`src/rtl/bus_arbiter_rr.sv`:
```
`default_nettype none
// ============================================================================
//  Module      : bus_arbiter_rr
//  Description : Round-robin arbiter for the shared system bus. It issues a
//                registered one-hot grant, holds the grant for the whole
//                ownership, and inserts turnaround cycles between owners. A
//                ready watchdog revokes an owner whose transfer stalls too long.
//  Revision    : 1.0 - initial release
// ============================================================================
module bus_arbiter_rr #(
   parameter int N_MASTER   = 8,
   parameter int IDX_W      = 3,
   parameter int TIMEOUT    = 1024,
   parameter int TO_W       = 11,
   parameter int TURNAROUND = 1
) (
   input  logic                clk,
   input  logic                clr,
   input  logic [N_MASTER-1:0] DMA,
   input  logic                BUS_req,
   input  logic                BUS_ready,
   output logic [N_MASTER-1:0] grant,
   output logic [IDX_W-1:0]    owner,
   output logic                bus_busy,
   output logic                timeout,
   output logic [IDX_W-1:0]    err_owner
);

   localparam int                  TURN_W      = (TURNAROUND > 1) ? $clog2(TURNAROUND) : 1;
   localparam logic [TO_W-1:0]     C_WDOG_LAST = TO_W'(TIMEOUT - 1);
   localparam logic [TURN_W-1:0]   C_TURN_LAST = TURN_W'(TURNAROUND - 1);
   localparam logic [N_MASTER-1:0] C_ONE       = N_MASTER'(1);

   typedef enum logic [1:0] {
      S_IDLE  = 2'd0,
      S_GRANT = 2'd1,
      S_TURN  = 2'd2
   } state_t;

   state_t              r_state;
   logic [IDX_W-1:0]    r_last_ptr;
   logic [TO_W-1:0]     r_wdog;
   logic [TURN_W-1:0]   r_turn_cnt;
   logic [N_MASTER-1:0] r_lockout;

   logic [N_MASTER-1:0] w_elig;
   logic                w_found;
   logic [IDX_W-1:0]    w_pick;
   logic                w_stall;

   // A revoked master stays ineligible until it drops its request once.
   assign w_elig  = DMA & ~r_lockout;
   // Transfer in progress that the slave has not yet acknowledged.
   assign w_stall = BUS_req & ~BUS_ready;

   // Rotating search for the first eligible master after the last one served.
   always_comb begin
      w_found = 1'b0;
      w_pick  = r_last_ptr;
      for (int i = 1; i <= N_MASTER; i++) begin
         if (!w_found && w_elig[IDX_W'((int'(r_last_ptr) + i) % N_MASTER)]) begin
            w_found = 1'b1;
            w_pick  = IDX_W'((int'(r_last_ptr) + i) % N_MASTER);
         end
      end
   end

   // Arbitration state machine with registered grant, status and watchdog.
   always_ff @(posedge clk or posedge clr) begin
      if (clr) begin
         r_state    <= S_IDLE;
         r_last_ptr <= IDX_W'(N_MASTER - 1);
         r_wdog     <= '0;
         r_turn_cnt <= '0;
         r_lockout  <= '0;
         grant      <= '0;
         owner      <= '0;
         bus_busy   <= 1'b0;
         timeout    <= 1'b0;
         err_owner  <= '0;
      end else begin
         timeout   <= 1'b0;
         r_lockout <= r_lockout & DMA;
         case (r_state)
            S_IDLE: begin
               if (w_found) begin
                  grant      <= C_ONE << w_pick;
                  owner      <= w_pick;
                  r_last_ptr <= w_pick;
                  bus_busy   <= 1'b1;
                  r_wdog     <= '0;
                  r_state    <= S_GRANT;
               end
            end
            S_GRANT: begin
               if (w_stall) begin
                  if (r_wdog == C_WDOG_LAST) begin
                     // Dead slave: take the bus away and bar the owner from re-arbitrating.
                     grant      <= '0;
                     bus_busy   <= 1'b0;
                     timeout    <= 1'b1;
                     err_owner  <= owner;
                     r_lockout  <= (r_lockout & DMA) | (C_ONE << owner);
                     r_wdog     <= '0;
                     r_turn_cnt <= '0;
                     r_state    <= S_TURN;
                  end else begin
                     r_wdog <= r_wdog + TO_W'(1);
                  end
               end else begin
                  r_wdog <= '0;
                  // Release only once no transfer is in flight.
                  if (!DMA[owner] && !BUS_req) begin
                     grant      <= '0;
                     bus_busy   <= 1'b0;
                     r_turn_cnt <= '0;
                     r_state    <= S_TURN;
                  end
               end
            end
            S_TURN: begin
               if (r_turn_cnt == C_TURN_LAST) begin
                  r_state <= S_IDLE;
               end else begin
                  r_turn_cnt <= r_turn_cnt + TURN_W'(1);
               end
            end
            default: begin
               grant    <= '0;
               bus_busy <= 1'b0;
               r_state  <= S_IDLE;
            end
         endcase
      end
   end

endmodule
`default_nettype wire
```
`config.mk`:
```
export PLATFORM = sky130hd
export DESIGN_NAME = bus_arbiter_rr
export DESIGN_NICKNAME = d
export VERILOG_FILES = /design/src/rtl/bus_arbiter_rr.sv
export SDC_FILE = /design/constraint.sdc
export NUM_CORES = 1
export LEC_CHECK = 0
export CAP_MARGIN = 10
export CORE_MARGIN = 2
export CORE_UTILIZATION = 35
export CTS_CLUSTER_DIAMETER = 40
export DETAILED_ROUTE_END_ITERATION = 10
export DONT_BUFFER_PORTS = 1
export PLACE_DENSITY = 0.54
export RECOVER_POWER = 25
export REMOVE_ABC_BUFFERS = 1
export SLEW_MARGIN = 25
export SYNTH_ARGS = -nofsm -noshare
export SYNTH_HDL_FRONTEND = slang
export SYNTH_SLANG_ARGS = --single-unit
```
`constraint.sdc`:
```
create_clock -name clk -period 7.2 [get_ports clk]
set_clock_uncertainty 0.15 [all_clocks]
set_input_delay 1.08 -clock clk [delete_from_list [all_inputs] [get_ports clk]]
set_output_delay 1.08 -clock clk [all_outputs]
set_load 0.03 [all_outputs]
```
==> results of run 1 <==
## cell usage after synthesis, types with 5 or more instances
library cell,number
dfrtp_1,37
nand2_1,24
mux2i_1,18
mux4_2,14
nor2_1,13
a32o_1,12
nand2b_1,10
o21ai_0,10
inv_1,9
o21ai_1,9
a21o_1,7
and3_1,7
nand3_1,7
o31ai_1,7
a21oi_1,5
clkbuf_1,5
## cells in the final DEF, fill, tap and decap left out, types with 3 or more instances in the layout
master,n
dfrtp_1,37
nand2_1,24
mux2i_1,18
mux4_2,14
nor2_1,13
a32o_1,12
nand2b_1,10
o21ai_0,10
inv_1,9
o21ai_1,9
nand3_1,7
a21o_1,7
and3_1,7
o31ai_1,7
a21oi_1,5
clkbuf_8,5
mux2_2,4
nor2b_1,4
o21a_1,4
o211ai_1,4
nor3_1,4
and4b_1,3
nor4bb_1,3
nor4_2,3
xnor2_1,3
o22ai_1,3
ha_1,3
dfstp_2,3
## final cells by class
cell class	instances	area share, %
repair buffers	1	0.115
well taps	108	4.13
flip-flops and latches	40	30.7
inverters	11	1.26
clock buffers	5	2.10
clock inverters	3	1.42
multi-input cells	225	60.3
## power breakdown
part           total (mW)  internal, mW  switching [mW]
sequential          0.419         0.272           0.148
clock               0.193         0.104          0.0888
combinational        1.08         0.478           0.606
total                1.70         0.854           0.842
## through the flow
step	cells	power, mW	util, %
after global routing	393	1.82	37.9
after global placement	385	1.50	36.6
after detailed placement	385	1.50	36.6
final	393	1.70	37.9
after floorplan	276	1.26	-
after CTS	393	1.70	37.9
## worst paths after layout
kind	startpoint	to	slack, ns	depth (start not counted)
worst max-delay path	r_last_ptr[0]	owner[1]	3.21	10
worst min-delay path	r_wdog[10]	r_wdog[10]	0.34	1
worst max register to register	r_last_ptr[0]	owner[1]	3.21	10
worst min register to register	r_wdog[10]	r_wdog[10]	0.34	1
max in group asynchronous	clr	r_state[1]	4.35	2
min in group asynchronous	clr	r_lockout[5]	1.30	2
## registers in the layout (all words and copies together) (netlist names)
name	cells
owner	3
r_wdog	11
grant	8
bus_busy	1
r_lockout	8
err_owner	3
r_last_ptr	3
timeout	1
r_state	2
## per-layer routing
layer / wire length, um / GRT usage, % / share of wire (%)
met4: 69 / 4.38 / 0.88
met2: 3550 / 25.6 / 45
met5: 0 / 0 / 0
met1: 3670 / 24.5 / 47
met3: 557 / 4.08 / 7.1
## worst register-to-register path, cell delays in order, from the launching register on
cell and delay (ns):
dfstp_2 0.88, inv_2 0.33, ha_1 0.55, inv_1 0.33, mux2i_1 0.27, mux2i_1 0.09, or3_1 0.32, a21oi_1 0.14
a311oi_1 0.08, o21ai_1 0.48, mux2i_1 0.20
## logic make-up after synthesis
logic type | share of synthesized area [%]
AND/OR/NAND/NOR | 19.9
AO/OA/AOI/OAI | 20.3
multiplexers | 19.9
flip-flops | 32.5
buffers and inverters | 3.88
XOR/XNOR | 2.43
adder cells (fa/ha/maj) | 1.21
==> flow_summary.toml, run 1 <==
[sta]
setup_ws_ns = 3.21
drv_slew = 41
hold_viol = 0
grt_setup_unrepaired = "false"
setup_viol = 0
setup-tns-final_ns = 0
period_needed_ns = 3.99
clock.fmax_mhz = 250
tightestPinTransition_ns = 2.17
holdWs_ns = 0.340
finalCritPeriodShare_pct = 55.5
slew_headroom_pct = -44.9

[yosys]
synth.largest_area_cell = "dfrtp_1"
syn_area_per_cell_um2 = 10.7
seq_area_frac_synth_pct = 32.5
async_reset_ff_share_pct = 100
yosysWarnings = 0
ys.flop_type = "dfrtp_1"
synth_area_um2 = 3100
ys_types = 65
synth_area_leaders = "dfrtp_1 30%, mux4_2 10%, mux2i_1 5.8%"
ys_ff_latch = 40
synth-edff-count = 0
synth_top_area_share_pct = 29.9
syn-instance-count = 289

[detailed_routing]
drt_iter0_markers = 154
wirelength_um = 7850
via_count = 2418
drtAntennaViolNets = 0
firstDrtPassIters = 4
avgRoutedWirePerCell_um = 20.0
routed_via_density = 6.15
drc_errors = 0

[place]
portBuffers = 0
gp_congestion = 0.892
place_area_um2 = 3160
hpwlAfterDp_um = 5800
place_ws_ns = 3.22

[floorplanning]
die_h_um = 98.0
die_width_um = 98.0
start_util_pct = 35.8
ioPinCount = 28
coreArea_um2 = 8640
die_area_um2 = 9610
rows = 34

[setup_path]
critical-path-top-delay-family = "flip-flops"
cp_num_buf_inv = 2
worstSetupPathType = "reg -> reg"
arrival_ns = 3.98
crit_path_end_kind = "flip-flop"
cp-start-kind = "flip-flop"
cp_cell_sequence = "inv_2 -> ha_1 -> inv_1 -> mux2i_1 -> mux2i_1 -> or3_1 -> a21oi_1 -> a311oi_1 -> o21ai_1 -> mux2i_1"
max_stage_delay_ns = 0.88
cp_max_fo = 25
cp_common_cell = "mux2i_1"
required_ns = 7.19
slowest_stage = "dfstp_2"

[cells_and_area]
final_area_um2 = 3270
drive_gt1_share_pct = 18.9
multi_input_area_um2 = 1970
final_nets = 299
diodes = 0
area_growth_pct = 5.66
area.sequential_um2 = 1000
num-fill-cells = 867

[clock_tree]
clockRootBuffer = "clkbuf_8"
cts-buffers-inserted = 5
numClockSinks = 40
htreeDepth = 2
cts_hold_buf = 0
cts_setup_buffers = 0
cts_tree = "yes"
cts-resized-gates = 0
cts_buffer_depth = 2
clk_latency_ns = 0.30
cts.reportedPaths.clkPinSlew_ns = 0.09

[grt]
grt_overflow = 0
grt_pass1_wl_um = 13000
grt.total_usage_pct = 17.0
antenna_found_initial = 0
first_global_vias = 2387
grt_max_degree = 41

[power]
powerDensity_nw_per_um2 = 519
static-leakage-power_nw = 1.36
peakVddDrop_mv = 0.152

[min_path]
hold_class = "reg -> reg"

[status]
violations = "max-capacitance violations, max-slew violations"
outcome = "finished with violations"

[job]
maxCapViolCount = 1
No activity file was read; power rests on OpenSTA's default activity.
==> inputs of run 2 (changes only) <==
==> constraint.sdc (replaced) <==
create_clock -name clk -period 3.9 [get_ports clk]
set_clock_uncertainty 0.15 [all_clocks]
set_input_delay 0.585 -clock clk [delete_from_list [all_inputs] [get_ports clk]]
set_output_delay 0.585 -clock clk [all_outputs]
set_load 0.03 [all_outputs]
==> run 2 against run 1 <==
The flow still finishes with violations (max-capacitance violations, max-slew violations). Maximum frequency rose by 12%. Hold slack got worse by 0.073 ns. Clock power rose by 81%. Critical endpoint unchanged. Sequential cell count did not move. Count of clock-buffer cells in the layout did not move. Combinational power rose by 94%. Design area rose by 1.6%. First-iteration DRC count fell by 31%.
==> flow_summary.toml, run 2 (same netlist as run 1, synthesis figures left out) <==
[status]
outcome = "finished with violations"
violations = "max-capacitance violations, max-slew violations"

[clock_tree]
cts_buffer_depth = 2
htreeDepth = 2
cts_hold_buf = 0
cts_setup_buffers = 0
cts_tree = "yes"
clockRootBuffer = "clkbuf_8"
cts-resized-gates = 0
cts-buffers-inserted = 5
clk_latency_ns = 0.29
cts.reportedPaths.clkPinSlew_ns = 0.08
numClockSinks = 40

[grt]
first_global_vias = 2378
antenna_found_initial = 0
grt_max_degree = 41
grt.total_usage_pct = 16.6
grt_overflow = 0
grt_pass1_wl_um = 12900

[detailed_routing]
routed_via_density = 5.99
via_count = 2394
drt_iter0_markers = 107
drc_errors = 0
avgRoutedWirePerCell_um = 19.5
wirelength_um = 7810
drtAntennaViolNets = 0
firstDrtPassIters = 4

[setup_path]
critical-path-top-delay-family = "multiplexers"
crit_path_end_kind = "flip-flop"
required_ns = 3.88
worstSetupPathType = "reg -> reg"
cp_max_fo = 25
cp-start-kind = "flip-flop"
cp_cell_sequence = "inv_2 -> buf_4 -> mux2i_1 -> mux4_2 -> o2111ai_4 -> a311oi_1 -> o41ai_1 -> o21ai_1 -> mux2i_1"
cp_common_cell = "mux2i_1"
max_stage_delay_ns = 0.89
arrival_ns = 3.57
cp_num_buf_inv = 2
slowest_stage = "dfstp_2"

[cells_and_area]
area_growth_pct = 7.36
reg_top3 = "r_wdog x11, grant x8, r_lockout x8"
drive_gt1_share_pct = 20.9
final_cell_mix = "37 x dfrtp_1, 24 x nand2_1, 18 x mux2i_1, 14 x mux4_2, 13 x nor2_1"
largest_reg_flops = 11
diodes = 0
top_register = "r_wdog"
final_area_um2 = 3320
final_common_cell = "dfrtp_1"
final_nets = 306

[sta]
setup_viol = 0
finalCritPeriodShare_pct = 91.8
hold_viol = 0
drv_slew = 41
setup_ws_ns = 0.318
slew_headroom_pct = -44.3
period_needed_ns = 3.58
grt_setup_unrepaired = "false"
setup-tns-final_ns = 0
tightestPinTransition_ns = 2.16
clock.fmax_mhz = 279

[min_path]
hold_class = "in -> reg"

[floorplanning]
start_util_pct = 35.8
die_width_um = 98.0
rows = 34
ioPinCount = 28
die_h_um = 98.0
die_area_um2 = 9610
coreArea_um2 = 8640

[place]
place_area_um2 = 3210
portBuffers = 0
place_ws_ns = 0.330
gp_congestion = 0.903
hpwlAfterDp_um = 5880

[power]
p_total_mw = 3.20
peakVddDrop_mv = 0.330
powerDensity_nw_per_um2 = 962
static-leakage-power_nw = 1.39

[job]
maxCapViolCount = 1
==> run 2: changes by cell type in the layout (fill, tap and decap cells not counted), sizes merged <==
cell / before / now
buf: 0 / 7
==> run 2: power breakdown <==
part / switching (mW) / total, mW / internal, mW
Combinational: 1.16 / 2.10 / 0.938
Sequential: 0.249 / 0.750 / 0.501
Clock: 0.156 / 0.349 / 0.193
Total: 1.56 / 3.20 / 1.63
==> run 2: through the flow <==
stage / std cells / hold slack, ns / util [%]
6_report: 400 / 0.267 / 38.5
5_1_grt: 400 / 0.260 / 38.5
3_3_place_gp: 392 / 0.315 / 37.2
3_5_place_dp: 392 / 0.320 / 37.2
4_1_cts: 400 / 0.160 / 38.5
2_1_floorplan: 276 / 0.301 / -
==> run 2: path summary, 6_finish.rpt <==
| kind | from | to | slack [ns] | cells after the start |
|---|---|---|---|---|
| min reg2reg | r_wdog[10] | r_wdog[10] | 0.34 | 1 |
| max | r_last_ptr[0] | owner[1] | 0.32 | 9 |
| min | DMA[7] | r_lockout[7] | 0.27 | 2 |
| max reg2reg | r_last_ptr[0] | owner[1] | 0.32 | 9 |
| min in group asynchronous | clr | r_lockout[5] | 0.81 | 2 |
| max in group asynchronous | clr | grant[6] | 1.55 | 2 |
==> run 2: layer usage <==
metal	part of all wire, %	wire [um]	vias up	global-route usage [%]
met1	50	3910	1198	25.0
met4	0.42	33	0	3.53
met5	0	0	-	0
li1	-	-	1129	-
met3	4.7	371	4	3.36
met2	45	3500	63	24.6
==> run 2: final cells by class <==
| cell class | instances | area (um2) |
|---|---|---|
| Multi-Input combinational cell | 225 | 1970 |
| Tap cell | 108 | 135 |
| Sequential cell | 40 | 1000 |
| Timing Repair Buffer | 8 | 56.3 |
| Inverter | 11 | 41.3 |
| Fill cell | 862 | 5310 |
| Clock buffer | 5 | 68.8 |
| Clock inverter | 3 | 46.3 |
==> run 2: worst reg2reg max path: stages, from the launching register on <==
cell	delay (ns)
dfstp_2	0.89
inv_2	0.08
buf_4	0.23
mux2i_1	0.48
mux4_2	0.41
o2111ai_4	0.20
a311oi_1	0.29
o41ai_1	0.13
o21ai_1	0.36
mux2i_1	0.20
